==> src/rtl/alu_sequencer.sv <==
// alu_sequencer: instruction-cycle controller for the accumulator ALU.
// Every instruction walks T0..T7; HLT parks the machine in HALT.
// Ports:
//   clk, rst_n (async, active low), ena (run enable)
//   opcode (IR[15:13], valid from T2), zero (ALU accumulator == 0)
//   alu_ena, inc_pc, load_pc, load_ir, load_acc, rd, wr, datactl_ena,
//   halt, fetch, instr_done -- all registered strobes
module alu_sequencer #(
  parameter bit          HALT_STICKY = 1'b1,
  parameter int unsigned SKIP_INCS   = 2
) (
  input  logic       clk,
  input  logic       rst_n,
  input  logic       ena,
  input  logic [2:0] opcode,
  input  logic       zero,
  output logic       alu_ena,
  output logic       inc_pc,
  output logic       load_pc,
  output logic       load_ir,
  output logic       load_acc,
  output logic       rd,
  output logic       wr,
  output logic       datactl_ena,
  output logic       halt,
  output logic       fetch,
  output logic       instr_done
);

  typedef enum logic [3:0] {
    S_IDLE, S_T0, S_T1, S_T2, S_T3, S_T4, S_T5, S_T6, S_T7, S_HALT
  } state_e;

  typedef enum logic [2:0] {
    OP_HLT  = 3'b000,
    OP_SKZ  = 3'b001,
    OP_ADD  = 3'b010,
    OP_ANDD = 3'b011,
    OP_XORR = 3'b100,
    OP_LDA  = 3'b101,
    OP_STO  = 3'b110,
    OP_JMP  = 3'b111
  } op_e;

  typedef struct packed {
    logic alu_ena;
    logic inc_pc;
    logic load_pc;
    logic load_ir;
    logic load_acc;
    logic rd;
    logic wr;
    logic datactl_ena;
    logic halt;
    logic fetch;
    logic instr_done;
  } out_t;

  state_e state_q, state_d;
  op_e    opcode_q, opcode_d;
  logic   zero_q, zero_d;
  out_t   out_q, out_d;
  logic   is_alu_op;
  logic   skz_hit;

  always_ff @(posedge clk or negedge rst_n) begin
    if (!rst_n) begin
      state_q  <= S_IDLE;
      opcode_q <= OP_HLT;
      zero_q   <= 1'b0;
      out_q    <= '0;
    end else begin
      state_q  <= state_d;
      opcode_q <= opcode_d;
      zero_q   <= zero_d;
      out_q    <= out_d;
    end
  end

  // Next state plus the opcode/zero latches.
  always_comb begin
    state_d  = state_q;
    opcode_d = opcode_q;
    zero_d   = zero_q;
    case (state_q)
      S_IDLE: state_d = ena ? S_T0 : S_IDLE;
      S_T0:   state_d = ena ? S_T1 : S_IDLE;
      S_T1:   state_d = ena ? S_T2 : S_IDLE;
      S_T2: begin
        opcode_d = op_e'(opcode);
        state_d  = ena ? S_T3 : S_IDLE;
      end
      S_T3: begin
        zero_d = zero;
        // HLT wins over an ena abort.
        if (opcode_q == OP_HLT) state_d = S_HALT;
        else                    state_d = ena ? S_T4 : S_IDLE;
      end
      S_T4:   state_d = ena ? S_T5 : S_IDLE;
      S_T5:   state_d = ena ? S_T6 : S_IDLE;
      S_T6:   state_d = ena ? S_T7 : S_IDLE;
      S_T7:   state_d = ena ? S_T0 : S_IDLE;
      S_HALT: if (!HALT_STICKY && !ena) state_d = S_IDLE;
      default: state_d = S_IDLE;
    endcase
  end

  // Outputs are registered, so they are decoded from the state being
  // entered, using the opcode/zero values that will be held in it.
  always_comb begin
    out_d     = '0;
    is_alu_op = (opcode_d == OP_ADD) || (opcode_d == OP_ANDD) ||
                (opcode_d == OP_XORR) || (opcode_d == OP_LDA);
    skz_hit   = (opcode_d == OP_SKZ) && zero_d;
    case (state_d)
      S_T0, S_T1: begin
        out_d.rd      = 1'b1;
        out_d.load_ir = 1'b1;
        out_d.inc_pc  = 1'b1;
        out_d.fetch   = 1'b1;
      end
      S_T2: out_d.fetch = 1'b1;
      S_T3: begin
        out_d.fetch   = 1'b1;
        out_d.rd      = is_alu_op;
        out_d.alu_ena = (opcode_d == OP_STO);
      end
      S_T4: begin
        out_d.rd          = is_alu_op;
        out_d.alu_ena     = is_alu_op;
        out_d.datactl_ena = (opcode_d == OP_STO);
      end
      S_T5: begin
        out_d.rd          = is_alu_op;
        out_d.load_acc    = is_alu_op;
        out_d.datactl_ena = (opcode_d == OP_STO);
        out_d.wr          = (opcode_d == OP_STO);
        out_d.load_pc     = (opcode_d == OP_JMP);
        out_d.inc_pc      = skz_hit;
      end
      S_T6: begin
        // Bus held one cycle past wr for hold time.
        out_d.datactl_ena = (opcode_d == OP_STO);
        out_d.inc_pc      = skz_hit && (SKIP_INCS >= 2);
      end
      S_T7: begin
        out_d.instr_done = 1'b1;
        out_d.inc_pc     = skz_hit && (SKIP_INCS == 3);
      end
      S_HALT: out_d.halt = 1'b1;
      default: ;
    endcase
  end

  assign alu_ena     = out_q.alu_ena;
  assign inc_pc      = out_q.inc_pc;
  assign load_pc     = out_q.load_pc;
  assign load_ir     = out_q.load_ir;
  assign load_acc    = out_q.load_acc;
  assign rd          = out_q.rd;
  assign wr          = out_q.wr;
  assign datactl_ena = out_q.datactl_ena;
  assign halt        = out_q.halt;
  assign fetch       = out_q.fetch;
  assign instr_done  = out_q.instr_done;

endmodule

==> config.mk <==
export PLATFORM = sky130hd
export DESIGN_NAME = alu_sequencer
export DESIGN_NICKNAME = d
export VERILOG_FILES = /design/src/rtl/alu_sequencer.sv
export SDC_FILE = /design/constraint.sdc
export NUM_CORES = 1
export LEC_CHECK = 0
export CORE_MARGIN = 1
export CORE_UTILIZATION = 50
export CTS_BUF_LIST = sky130_fd_sc_hd__clkbuf_2 sky130_fd_sc_hd__clkbuf_4 sky130_fd_sc_hd__clkbuf_8
export CTS_CLUSTER_DIAMETER = 100
export CTS_CLUSTER_SIZE = 24
export DETAILED_ROUTE_END_ITERATION = 7
export PLACE_DENSITY_LB_ADDON = 0.15
export SYNTH_ARGS = -nofsm -noshare
export SYNTH_HDL_FRONTEND = slang
export SYNTH_SLANG_ARGS = --single-unit
==> constraint.sdc <==
create_clock -name clk -period 2.3 [get_ports clk]
set_input_delay 0.46 -clock clk [delete_from_list [all_inputs] [get_ports clk]]
set_output_delay 0.46 -clock clk [all_outputs]
set_load 0.01 [all_outputs]
==> flow_summary.toml, run 1 <==
[global_route]
grt_overflow = 0
antenna_found_initial = 0
grt_pass1_vias = 624
grtUsageTotal_pct = 19.5
grt_pass1_wl_mm = 2.76
grt_start_max_net_pins = 20

[clocking]
clk_path_buf_depth = 2
cts_buffers = 3
cts_tree = "done"
postCtsSetupRepairBufs = 0
cts_resized = 0
root_buffer = "clkbuf_4"
cts.sinks = 19
cts.hold.buffers_added = 0
clk_latency_ns = 0.30
path_clk_slew_ns = 0.10
htreeDepth = 1

[place]
dp_slack_ns = 0.366
gp_congestion = 0.833
dpl_cell_area_sq_um = 1160
hpwl_mm = 1.23
portBuffers = 17

[timing]
fin_skew_ns = 0.00249
rsz0062_at_grt = "no"
fmax_mhz = 543
post-route-period-util_pct = 80.0
worstMarginPinSlew_ns = 0.449
setup_tns_ns = 0
hold_viol = 0
setup_viol = 0
drv_slew = 0
fin_ws_ns = 0.460
fin_crit_ns = 1.84
worst_slew_margin_rel_pct = 69.9

[die]
initial_utilization_pct = 54.5
dieArea_sq_um = 2100
top_level_ports = 18
row_count = 15
dieWidth_microns = 45.9
die_y_microns = 45.9
design.core.area_sq_um = 1760

[worst_setup_path]
slowest_stage = "dfrtp_1"
cp-end-kind = "flip-flop"
start_kind = "flip-flop"
worstSetupPathDepth = 5
arrival_ns = 2.04
required_ns = 2.50
critPathMaxStageDelay_ns = 0.52
cpLargestDelayFamily = "flip-flops"
crit_buf_inv = 1
critPathMaxFanout = 12
r2r_slack_ns = 0.46
path_class = "reg -> reg"
worstPathCellList = "nor4bb_2 -> buf_4 -> mux2i_1 -> nand3_2 -> a2111oi_2"
worst_r2r_path_depth = 5

[worst_hold_path]
holdCritPathClass = "in -> async"

[routing]
wl_per_cell_microns = 12.8
routed_wl_mm = 1.64
vias = 699
vias_per_cell = 5.46
drtPass1Iterations = 4
ant_nets = 0
drtIter0Drc = 21
drcViolationCount = 0

[power_and_ir_drop]
p_total_uw = 928
power.density_nw_per_um2 = 779
ir_worst_vdd_uv = 669
p_leak_uw = 0.000482

[layout]
syn2layout_area_growth_pct = 23.8
largest_reg_flops = 4
reg_top3 = "state_q x4, opcode_q x3"
largest-register = "state_q"
final_area_sq_um = 1190
drive_gt1_share_pct = 22.3
diodes = 0
final_nets = 111

[logic_synthesis]
syn_inst = 83
synth_seq_cells = 19
mappedNetlistArea_sq_um = 962
synth_warnings = 0
synth_enable_flop_cells = 0
avgSynthCellArea_sq_um = 11.6
netlist-cell-type-count = 38
synth.net_count = 90
seq_area_frac_synth_pct = 49.4
synth_flop_cell = "dfrtp_1"
synthArstFlopShare_pct = 100

[run_status]
outcome = "finished, final reports clean"

[flow_run]
maxCapViolations = 0
## per-layer routing
layer	vias to the layer above	GRT usage (%)	wire [microns]
li1	334	-	-
met1	323	26.3	773
met2	31	27.9	712
met3	11	4.76	83
met4	0	12.4	72
met5	-	0	0
## power by group
part	switching [uW]	internal (uW)	total, uW
sequential	62.0	387	449
combinational	154	149	303
clock	96.8	79.4	176
total	312	615	928
## logic make-up after synthesis
group / after synthesis / synth area share (%)
compound gates: 12 / 13.1
xor+xnor: 3 / 2.73
buf+inv: 11 / 6.37
flops: 19 / 49.4
mux: 6 / 7.80
simple gates: 32 / 20.5
## final cells by class
cell class	count	area, sq um
fillers	143	573
multi-input cells	53	432
inverters	6	22.5
flip-flops and latches	19	475
repair buffers	21	200
well taps	25	31.3
clock buffers	4	30.0
## through the flow
step,util [%],hold WS [ns],instances
3_3_place_gp,65.8,0.476,124
3_5_place_dp,65.8,0.509,124
5_1_grt,67.5,0.503,128
6_report,67.5,0.488,128
2_1_floorplan,-,0.164,83
4_1_cts,67.5,0.489,128
## final timing paths
| check | start | endpoint |
|---|---|---|
| setup / recovery | state_q[2] | datactl_ena |
| hold / removal | rst_n | alu_ena |
| setup reg to reg | state_q[2] | datactl_ena |
| hold reg to reg | zero_q | zero_q |
| max in group asynchronous | rst_n | opcode_q[1] |
| min in group clk | zero_q | zero_q |
## synth_stat cells, types with 2 or more instances
library cell	instances	share of area, %
nand3_1	3	1.6
xnor2_1	3	2.7
and3_1	2	1.3
mux2_2	2	2.3
dfrtp_1	19	49
nor2_1	5	2.0
inv_1	6	2.3
nand2b_1	2	1.3
o21ai_0	2	1.0
buf_4	3	2.3
nor3_1	4	2.1
nand2_1	4	1.6
mux2i_1	3	3.1
## placed cells by master, fill, tap and decap left out, types with 2 or more instances in the layout
master / count
nor2_1: 5
nand2b_1: 2
o21ai_0: 2
mux2i_1: 3
clkdlybuf4s50_1: 17
nand3_1: 3
and3_1: 2
mux2_2: 2
xnor2_1: 3
nor3_1: 4
dfrtp_1: 19
buf_4: 4
nand2_1: 4
clkbuf_4: 4
inv_1: 6
Note: power is estimated with default switching activity, not from simulation.
==> inputs of run 2 (changes only) <==
Clock period 2.3 ns to 1.8 ns, I/O delays scaled along.
==> run 2 against run 1 <==
Final cell count increased by 7.0%; setup slack worse by 0.36 ns; critical path type unchanged; maximum frequency up 8.4%.
==> flow_summary.toml, run 2 (synthesis gave the netlist of run 1 again) <==
[clocking]
path_clk_slew_ns = 0.11
cts.hold.buffers_added = 0
htreeDepth = 1
cts_buffers = 3
cts.sinks = 19
cts_tree = "done"
clk_latency_ns = 0.29
clk_path_buf_depth = 2
root_buffer = "clkbuf_4"

[layout]
reg_top3 = "state_q x4, opcode_q x3"
instances_no_fill = 137
largest-register = "state_q"
ff_latch_area_sq_um = 475
final_nets = 120
nFillCells = 137
mostFrequentLayoutCells = "dfrtp_1 (19), clkdlybuf4s50_1 (17), buf_4 (13), inv_1 (6), nor2_1 (5)"
diodes = 0
multi_input_area_sq_um = 435
final_area_sq_um = 1260
largest_reg_flops = 4
mostFrequentLayoutCell = "dfrtp_1"
syn2layout_area_growth_pct = 30.9
drive_gt1_share_pct = 29.5

[worst_setup_path]
critPathMaxFanout = 6
r2r_end = "datactl_ena"
path_class = "reg -> reg"
arrival_ns = 1.87
r2r_slack_ns = 0.10
required_ns = 1.98
worst_r2r_path_depth = 5
cp-end-kind = "flip-flop"
start_kind = "flip-flop"
r2r-start = "state_q[2]"

[place]
hpwl_mm = 1.41
dpl_cell_area_sq_um = 1190
place_inst = 128
portBuffers = 17
gp_congestion = 0.871

[timing]
rsz0062_at_grt = "no"
drv_slew = 0
setup_tns_ns = 0
post-route-period-util_pct = 94.3
fmax_mhz = 589
hold_viol = 0
setup_viol = 0
worstMarginPinSlew_ns = 0.475
fin_skew_ns = 0.00334
worst_slew_margin_rel_pct = 68.0
fin_crit_ns = 1.70

[power_and_ir_drop]
pwr-share-comb_pct = 37.0
p_int_uw = 814
p_clk_share_pct = 17.2
power.density_nw_per_um2 = 985
pwr-share-seq_pct = 45.9
ir_worst_vdd_uv = 1010
p_leak_uw = 0.000529
p_sw_share_pct = 34.4
p_sw_uw = 427

[routing]
drcViolationCount = 0
vias = 713
drtPass1Iterations = 4
ant_nets = 0
wl_per_cell_microns = 14.3
vias_per_cell = 5.20
routed_wl_mm = 1.96
drtIter0Drc = 5

[run_status]
outcome = "finished, final reports clean"

[die]
initial_utilization_pct = 54.5
dieArea_sq_um = 2100
die_y_microns = 45.9
top_level_ports = 18
dieWidth_microns = 45.9
design.core.area_sq_um = 1760
row_count = 15

[global_route]
grt_start_max_net_pins = 20
grt_overflow = 0
grt_pass1_vias = 594
antenna_found_initial = 0
grt_pass1_wl_mm = 2.80
grtUsageTotal_pct = 19.0

[worst_hold_path]
holdCritPathClass = "in -> async"

[flow_run]
maxCapViolations = 0
[run 2: cell count changes in the layout (fill, tap and decap cells not counted), sizes merged]
cell,previous run,this run
clkinv,0,1
buf,4,13
clkbuf,4,3
[run 2: layer usage]
| metal | global-route usage (%) | part of all wire (%) | routed length [microns] | vias up |
|---|---|---|---|---|
| li1 | - | - | - | 351 |
| met2 | 29.9 | 48 | 940 | 23 |
| met1 | 26.5 | 46 | 901 | 335 |
| met5 | 0 | 0 | 0 | - |
| met3 | 3.57 | 4.0 | 79 | 4 |
| met4 | 5.29 | 1.9 | 38 | 0 |
[run 2: what timing repair did]
action | in CTS | in global routing
setup buffers | 0 | 5
setup endpoints to repair | 1 | 1
resized for setup | 1 | 0
endpoints found under the hold margin | 0 | 0
[run 2: metrics by stage]
step	power (uW)	setup slack [ns]	hold slack (ns)	utilization, %
floorplan	848	0.187	0.0644	-
global placement	968	0.0947	0.481	67.5
detailed placement	982	0.0311	0.479	67.5
CTS	1190	0.0217	0.390	69.3
global route	1310	0.0446	0.392	71.4
finish	1240	0.103	0.385	71.4
[run 2: worst max-delay path, stage by stage (launching register included)]
cell	delay [ns]
dfrtp_1	0.41
nor4bb_2	0.27
buf_4	0.22
mux2i_2	0.28
nand3_2	0.14
a2111oi_2	0.26
[run 2: worst max path at each step]
stage / startpoint / endpoint / slack (ns)
final: state_q[2] / datactl_ena / 0.10
after global routing: state_q[1] / inc_pc / 0.04
after CTS: state_q[2] / datactl_ena / 0.02
after detailed placement: ena / alu_ena / 0.03
after global placement: ena / alu_ena / 0.09
after floorplan: state_q[3] / datactl_ena / 0.19
[run 2: power groups by stage]
| stage | Sequential [uW] | Clock (uW) | Combinational [uW] |
|---|---|---|---|
| floorplan | 573 | 0 | 275 |
| global placement | 572 | 0 | 395 |
| detailed placement | 576 | 0 | 406 |
| CTS | 568 | 213 | 412 |
| global route | 578 | 237 | 492 |
| finish | 569 | 213 | 459 |
[run 2: layout make-up]
| cell class | count | area share [%] |
|---|---|---|
| Multi-Input combinational cell | 53 | 34.6 |
| Sequential cell | 19 | 37.7 |
| Tap cell | 25 | 2.48 |
| Timing Repair Buffer | 30 | 21.3 |
| Inverter | 6 | 1.79 |
| Clock buffer | 3 | 1.79 |
| Clock inverter | 1 | 0.397 |
